--- config.mk ---
export PLATFORM = sky130hd
export DESIGN_NAME = nav_spi_responder
export DESIGN_NICKNAME = d
export VERILOG_FILES = /design/src/rtl/nav_spi_responder.sv
export SDC_FILE = /design/constraint.sdc
export NUM_CORES = 2
export LEC_CHECK = 0
export CELL_PAD_IN_SITES_DETAIL_PLACEMENT = 1
export CELL_PAD_IN_SITES_GLOBAL_PLACEMENT = 1
export CORE_UTILIZATION = 52
export CTS_BUF_LIST = sky130_fd_sc_hd__clkbuf_2
export DETAILED_ROUTE_END_ITERATION = 8
export HOLD_SLACK_MARGIN = 0.1
export PLACE_DENSITY_LB_ADDON = 0.1
export SLEW_MARGIN = 20
export SYNTH_ARGS = -nofsm -noshare
export SYNTH_HDL_FRONTEND = slang
export SYNTH_SLANG_ARGS = --single-unit
--- constraint.sdc ---
create_clock -name clk -period 3.73 [get_ports clk]
set_input_delay 0.746 -clock clk [delete_from_list [all_inputs] [get_ports clk]]
set_output_delay 0.746 -clock clk [all_outputs]
set_load 0.02 [all_outputs]
--- src/rtl/nav_spi_responder.sv ---
// nav_spi_responder: SPI mode-3 register responder (64 x 8) with a local register port.
// Optional feature: define NAV_SPI_AUTOINC_EN to honour the MS (auto-increment) command bit.
`default_nettype none

module nav_spi_responder #(
   parameter logic [5:0] WHO_AM_I_ADDR = 6'h0F,
   parameter logic [7:0] WHO_AM_I_VAL  = 8'h68
) (
   input  logic       clk,
   input  logic       rst,
   input  logic       cs,
   input  logic       sclk,
   input  logic       mosi,
   output logic       miso,
   output logic       miso_oe,
   input  logic       lcl_we,
   input  logic [5:0] lcl_addr,
   input  logic [7:0] lcl_wdata,
   output logic [7:0] lcl_rdata,
   output logic       it,
   output logic       busy
);

   typedef enum logic [1:0] {IDLE, CMD, RDATA, WDATA} state_t;

   state_t     state, state_nx;
   logic       cs_m, cs_s, cs_d;
   logic       sclk_m, sclk_s, sclk_d;
   logic       mosi_m, mosi_s;
   logic [2:0] bit_cnt;
   logic [6:0] rx_sr;
   logic [7:0] tx_sr;
   logic [5:0] addr;
   logic       ms;
   logic       miso_r;
   logic [7:0] regs [64];

   logic       cs_fall, cs_rise, sclk_rise, sclk_fall, byte_done, ms_bit, spi_we;
   logic [7:0] rx_byte, load_data;
   logic [5:0] addr_nx, load_addr;

   always_ff @(posedge clk) begin
      if (!rst) begin
         {cs_m, cs_s, cs_d}       <= 3'b111;
         {sclk_m, sclk_s, sclk_d} <= 3'b111;
         {mosi_m, mosi_s}         <= 2'b00;
      end else begin
         {cs_m, cs_s, cs_d}       <= {cs, cs_m, cs_s};
         {sclk_m, sclk_s, sclk_d} <= {sclk, sclk_m, sclk_s};
         {mosi_m, mosi_s}         <= {mosi, mosi_m};
      end
   end

   assign cs_fall   = cs_d & ~cs_s;
   assign cs_rise   = ~cs_d & cs_s;
   assign sclk_rise = sclk_s & ~sclk_d;
   assign sclk_fall = ~sclk_s & sclk_d;
   assign rx_byte   = {rx_sr, mosi_s};
   assign byte_done = sclk_rise && (bit_cnt == 3'd7) && (state != IDLE) && !cs_rise;
   assign spi_we    = byte_done && (state == WDATA);
   assign addr_nx   = ms ? addr + 6'd1 : addr;

`ifdef NAV_SPI_AUTOINC_EN
   assign ms_bit = rx_byte[6];
`else
   assign ms_bit = 1'b0;
`endif

   // Transmit load is write-first so a same-cycle local write is visible to SPI reads.
   assign load_addr = (state == CMD) ? rx_byte[5:0] : addr_nx;
   always_comb begin
      load_data = regs[load_addr];
      if (load_addr == WHO_AM_I_ADDR)
         load_data = WHO_AM_I_VAL;
      else if (lcl_we && (lcl_addr == load_addr))
         load_data = lcl_wdata;
   end

   always_ff @(posedge clk) begin
      if (!rst)
         state <= IDLE;
      else
         state <= state_nx;
   end

   always_comb begin
      state_nx = state;
      case (state)
         IDLE:    if (cs_fall) state_nx = CMD;
         CMD:     if (byte_done) state_nx = rx_byte[7] ? RDATA : WDATA;
         default: state_nx = state;
      endcase
      if (cs_rise)
         state_nx = IDLE;
   end

   always_ff @(posedge clk) begin
      if (!rst) begin
         bit_cnt <= 3'd0;
         rx_sr   <= 7'd0;
         tx_sr   <= 8'd0;
         addr    <= 6'd0;
         ms      <= 1'b0;
         miso_r  <= 1'b0;
         it      <= 1'b0;
      end else begin
         it <= 1'b0;
         // A chip-select release discards any partial byte.
         if (cs_rise || state == IDLE) begin
            bit_cnt <= 3'd0;
         end else if (sclk_rise) begin
            bit_cnt <= bit_cnt + 3'd1;
            rx_sr   <= rx_byte[6:0];
         end
         if (state == RDATA && sclk_fall && !cs_rise) begin
            miso_r <= tx_sr[7];
            tx_sr  <= {tx_sr[6:0], 1'b0};
         end
         if (state != RDATA)
            miso_r <= 1'b0;
         if (byte_done) begin
            case (state)
               CMD: begin
                  addr <= rx_byte[5:0];
                  ms   <= ms_bit;
                  if (rx_byte[7])
                     tx_sr <= load_data;
               end
               WDATA: begin
                  it   <= 1'b1;
                  addr <= addr_nx;
               end
               RDATA: begin
                  addr  <= addr_nx;
                  tx_sr <= load_data;
               end
               default: ;
            endcase
         end
      end
   end

   // SPI write is issued last so it wins a same-address collision with lcl_we.
   always_ff @(posedge clk) begin
      if (!rst) begin
         for (int i = 0; i < 64; i++)
            regs[i] <= 8'd0;
      end else begin
         if (lcl_we && (lcl_addr != WHO_AM_I_ADDR))
            regs[lcl_addr] <= lcl_wdata;
         if (spi_we && (addr != WHO_AM_I_ADDR))
            regs[addr] <= rx_byte;
      end
   end

   always_ff @(posedge clk) begin
      if (!rst)
         lcl_rdata <= 8'd0;
      else
         lcl_rdata <= (lcl_addr == WHO_AM_I_ADDR) ? WHO_AM_I_VAL : regs[lcl_addr];
   end

   assign miso_oe = (state == RDATA);
   assign miso    = miso_r & miso_oe;
   assign busy    = ~cs_s;

endmodule

`default_nettype wire
# --- After elaboration in Yosys (flattened, before gate mapping) ---
# Memories as Yosys holds them, arrays and structs flattened.
# Cells that the tools add are included.
word_totals:
  ff_bits: 44
  mem_count: 1
  in_bits: 20
  elab_cells: 96
  mem_bits_rw: 512
mem_list:
  columns: ["name", "words", "width", "read_ports", "rd_ports_with_merged_regs", "write_ports", "line_no", "rtl"]
  rows:
  - ["regs", 64, 8, 2, 0, 64, "36", "logic [7:0] regs [64];"]
classes:
  reduce_logical: 26
  n_eq_ne: 12
  n_bitwise: 12
  n_mux: 27
  add_sub_neg: 1
op_table:
  columns: ["op", "n"]
  rows:
  - ["$mux 8", 7]
  - ["$mux 6", 4]
  - ["$pmux 8 s2", 1]
  - ["$reduce_or 8->1", 2]
  - ["$eq 6x4->1 const B", 2]
  - ["$ne 6x4->1 const B", 2]
  - ["$mux 1", 11]
  - ["$reduce_or 2->1", 5]
  - ["$logic_and 1x1->1", 9]
  - ["$mux 7", 1]
  - ["$not 1->1", 7]
  - ["$eq 6x6->1", 1]
  - ["$ne 2x2->1 const B", 3]
  - ["$reduce_and 3->1", 2]
  - ["$reduce_bool 2->1", 3]
  - ["$and 1x1->1", 5]
  - ["$eq 2x2->1 const B", 2]
  - ["$mux 2", 2]
  - ["$pmux 2 s2", 1]
  - ["$reduce_and 2->1", 2]
  - ["$add 3x1->3 const B", 1]
  - ["$eq 3x3->1 const B", 1]
  - ["$eq 2x1->1 const B", 1]
  - ["$logic_not 2->1", 1]
  - ["other kinds (2)", 2]

# --- Depth between registers and ports, before layout ---
logic_depth:
  word_depth: 12
  depth_mapped: 15
  ltp_nobuf: 9

# --- Worst setup path before layout ---
# Ideal clock, no wire load.
synth_timing:
  kind: "input-to-reg"
  startpoint: "input port lcl_addr[2]"
  endpoint: "memory regs[11][0], enable pin"
  n_path_buf: 2
  path_slack_ps: 882
  arrival_time_ps: 2520
  path_stages: 6
  required_time_ps: 3402
  path_cell_list: "buf_2 and3_1 or4b_2 clkbuf_1 nor2_1 or3_1"
synth_lines:
  columns: ["element", "line_no", "rtl"]
  rows:
  - ["start, declared", "17", "input logic [5:0] lcl_addr,"]
  - ["end, declared", "36", null]

# --- Worst setup path in the final report ---
layout_timing:
  startpoint: "register state[1]"
  endpoint: "register tx_sr[4]"
layout_between:
  elab_chain_cells: 9
layout_lines:
  columns: ["element", "line_no", "rtl"]
  rows:
  - ["start, declared", "26", "state_t state, state_nx;"]
  - ["start signal, assigned", "83", "state <= state_nx;"]
  - ["branches (longest 8 deep; another with $mem_v2 64x8)", null, null]
  - ["$mux 8 (*)", "121", "if (byte_done) begin"]
  - ["end signal, assigned", "117", "tx_sr <= {tx_sr[6:0], 1'b0};"]
  - ["end signal, assigned", "127", "tx_sr <= load_data;"]
  - ["end signal, assigned", "135", "tx_sr <= load_data;"]
  - ["end, declared", "32", "logic [7:0] tx_sr;"]
# Every way passes the cells marked *.
# A chain may end at the register's enable or synchronous reset.

==> results.json <==
{
  "status": "complete, but fails checks",
  "violations": "negative setup slack",
  "postRouteAntennaNets": 0,
  "vias_per_cell": 7.490,
  "areaGrowthSynthToFinish_pct": 13.60,
  "numPortBuffers": 31,
  "grt_max_degree": 76,
  "cp.required_ns": 5.08,
  "critical-path-max-stage-delay_ns": 1.09,
  "clock_sinks": 556,
  "top_usage_layer": "met2",
  "ctsLongestPathBuffers": 3,
  "num_vias": 36490,
  "clkPwrFrac_pct": 35.9,
  "dpl_worst_slack_ns": 0.03396,
  "io_pins": 32,
  "synth.distinct_cells": 93,
  "met3_usage_pct": 22.98,
  "gp_congestion": 1.056,
  "route.detailed.drc": 0,
  "use_met1_pct": 66.58,
  "pwr-share-seq_pct": 53.5,
  "arrival_ns": 5.14,
  "slew_headroom_pct": 8.105,
  "insertion_delay_ns": 1.49,
  "std_cell_rows": 92,
  "synth_area_um2": 33700,
  "power.density_nw_per_um2": 365.3,
  "fp.dieH_um": 256.6,
  "fin_ws_ns": -0.05844,
  "power.switching_mw": 4.441,
  "hold_path.class": "primary input to flip-flop",
  "cp_max_fo": 35,
  "dp_hpwl_um": 120700,
  "synth_flop_cell": "edfxtp_1",
  "tns_ns": -0.09250,
  "final_cells": 4872,
  "die_area_um2": 65830,
  "rsz0062_at_grt": "false",
  "worst_pin_slew_ns": 1.366,
  "crit_type": "flip-flop to flip-flop",
  "finalClockSkew_ns": 0.1249,
  "cp-start-kind": "flip-flop",
  "hold_violations": 0,
  "ys_seq_area_share_pct": 48.23,
  "drive_gt1_share_pct": 17.98,
  "max_freq_mhz": 264.0,
  "vdd_drop_max_mv": 0.2777,
  "synth_edf_count": 512,
  "grt_overflow": 0,
  "htreeDepth": 4,
  "die_w_um": 256.6,
  "p_leak_nw": 13.06,
  "route.detailed.wl_per_inst_um": 36.61,
  "cts_made_buffers": 153,
  "dr.first_iter.drc_count": 6414,
  "power_mw": 13.98,
  "dr.pass1.iters": 9,
  "period_share_pct": 101.6,
  "initial_utilization_pct": 53.04,
  "placed_cells": 4578,
  "postSynthAreaPerCell_um2": 9.126,
  "p_sw_share_pct": 31.76,
  "cp-end-kind": "flip-flop",
  "clkTransAtPathRegs_ns": 0.11,
  "cp_slowest_cell": "nor4_1",
  "grt_antenna_before_repair": 16,
  "core_um2": 63540,
  "drv_slew": 0,
  "maxCapViolCount": 0,
  "fillCellCount": 7297,
  "nets": 3930,
  "min_period_ns": 3.788,
  "ys_ff_latch": 556,
  "ys_warn_count": 0,
  "worstPathCellList": "inv_1, ha_4, mux2_8, buf_12, buf_4, mux2i_1, o22ai_1, nor4_1, or3_1, o31ai_1",
  "grt_pass1_wl_um": 251600,
  "hold_slack_ns": 0.2462,
  "synthCells": 3693,
  "cts_tree": "done",
  "gr-usage-all-layers_pct": 53.27,
  "comb_power_share_pct": 10.6,
  "finalSetupViolCount": 2,
  "drt-total-wl_um": 178300,
  "power.internal_mw": 9.543,
  "grtUsageMet2_pct": 73.25,
  "grt_pass1_vias": 35487,
  "cts_root_buffer": "clkbuf_2",
  "synthArstFlopShare_pct": 0
}
[flip-flops by register name (all words and copies together), names as in the netlist, 2 cells and up]
register,flops
addr,6
bit_cnt,3
lcl_rdata,8
tx_sr,8
state,2
rx_sr,7
regs,512
[power groups by stage]
stage	combinational [mW]	clock [mW]	sequential (mW)
after floorplan	0.710	0	7.37
after global placement	1.32	0	7.57
after detailed placement	1.35	0	7.57
after CTS	1.37	4.94	7.43
after global routing	1.48	5.19	7.47
final	1.48	5.02	7.48
[synth_stat cells (9+ instances only)]
cell type,n,area share [%]
a21oi_1,124,1.8
a221oi_1,52,1.4
a22o_1,215,5.6
a22oi_1,161,3.6
a31oi_1,37,0.69
and3_1,11,0.20
buf_1,28,0.31
buf_2,86,1.3
buf_4,10,0.22
clkbuf_1,203,2.3
dfxtp_1,44,2.6
edfxtp_1,512,46
inv_1,15,0.17
mux2_2,19,0.63
mux2i_1,55,1.6
mux4_2,31,2.1
nand2_1,1044,12
nand2b_1,13,0.24
nand3_1,144,2.1
nand4_1,37,0.69
nor2_1,113,1.3
nor2_2,26,0.48
nor2b_1,27,0.50
nor3_1,28,0.42
nor4_1,9,0.17
o211ai_1,17,0.38
o21ai_0,375,5.6
o221ai_1,11,0.29
o22ai_1,20,0.37
or3_1,44,0.82
[critical path, delay by kind of cell (launching register included)]
family                     cells  cell delay (ns)
DFF                            1             0.39
muxes                          2             0.69
adders and majority gates      1             0.25
buffers and inverters          3             0.65
AOI/OAI and AO/OA              2             0.21
and+or+nand+nor                2             1.43
[through the flow]
step / area, µm² / util [%]
global placement: 36590 / 57.58
global route: 38260 / 60.22
detailed placement: 36590 / 57.59
floorplan: 33730 / -
CTS: 38210 / 60.14
finish: 38280 / 60.25
[cells in the final DEF (no fill, tap or decap), types with 17 or more instances in the layout]
| cell type | synthesis | layout |
|---|---|---|
| a21oi_1 | 124 | 124 |
| a221oi_1 | 52 | 51 |
| a22o_1 | 215 | 214 |
| a22oi_1 | 161 | 161 |
| a31oi_1 | 37 | 37 |
| buf_12 | 0 | 31 |
| buf_4 | 10 | 304 |
| clkbuf_2 | 0 | 214 |
| clkdlybuf4s50_1 | 0 | 17 |
| clkinv_1 | 2 | 34 |
| dfxtp_1 | 44 | 35 |
| edfxtp_1 | 512 | 512 |
| mux2_2 | 19 | 18 |
| mux2i_1 | 55 | 55 |
| mux4_2 | 31 | 31 |
| nand2_1 | 1044 | 1043 |
| nand3_1 | 144 | 144 |
| nand4_1 | 37 | 37 |
| nor2_1 | 113 | 113 |
| nor2_2 | 26 | 26 |
| nor2b_1 | 27 | 27 |
| nor3_1 | 28 | 24 |
| o211ai_1 | 17 | 17 |
| o21ai_0 | 375 | 374 |
| o22ai_1 | 20 | 20 |
| or3_1 | 44 | 44 |
[kinds of logic after synthesis]
family / count (synthesis) / share of synthesized area (%)
multiplexers: 112 / 4.630
AND/OR/NAND/NOR: 1552 / 20.02
adder cells (fa/ha/maj): 7 / 0.2599
AO/OA/AOI/OAI: 1106 / 22.16
XOR/XNOR: 7 / 0.1819
buffers and inverters: 352 / 4.507
other: 1 / 0.01113
flip-flops: 556 / 48.23
[path summary, 6_finish.rpt]
check                           cells past startpoint             startpoint               endpoint  slack (ns)
worst min-delay path                                4           lcl_wdata[2]  regs[27][2]$_DFFE_PP_        0.25
worst min register to register                      1      sclk_m$_SDFF_PN1_      sclk_s$_SDFF_PN1_        0.43
worst max-delay path                               10  state[1]$_SDFFE_PP0P_    tx_sr[4]$_SDFF_PN0_       -0.06
worst max register to register                     10  state[1]$_SDFFE_PP0P_    tx_sr[4]$_SDFF_PN0_       -0.06
[layout make-up]
class,instances,area (µm²),area share (%)
multi-input cells,2792,16070,41.97
diodes,11,27.53,0.07190
well taps,846,1059,2.765
clock buffers,214,1071,2.798
flip-flops and latches,556,16280,42.54
inverters,18,67.56,0.1765
clock inverters,53,395.4,1.033
repair buffers,382,3311,8.648
[metal layers]
metal	share of wire (%)	up-vias
li1	-	14218
met1	34	17565
met2	40	3648
met3	17	1043
met4	8.6	16
met5	0.056	-
[repair_timing]
item                                    4_1_cts  5_1_grt
buffers inserted                              0        0
hold buffers                                 16        0
endpoints found under the hold margin       344        0
pin swaps                                     0        1
endpoints found under the setup margin        2        6
gates resized for setup                       2        7
Note: power is estimated with default switching activity, not from simulation.
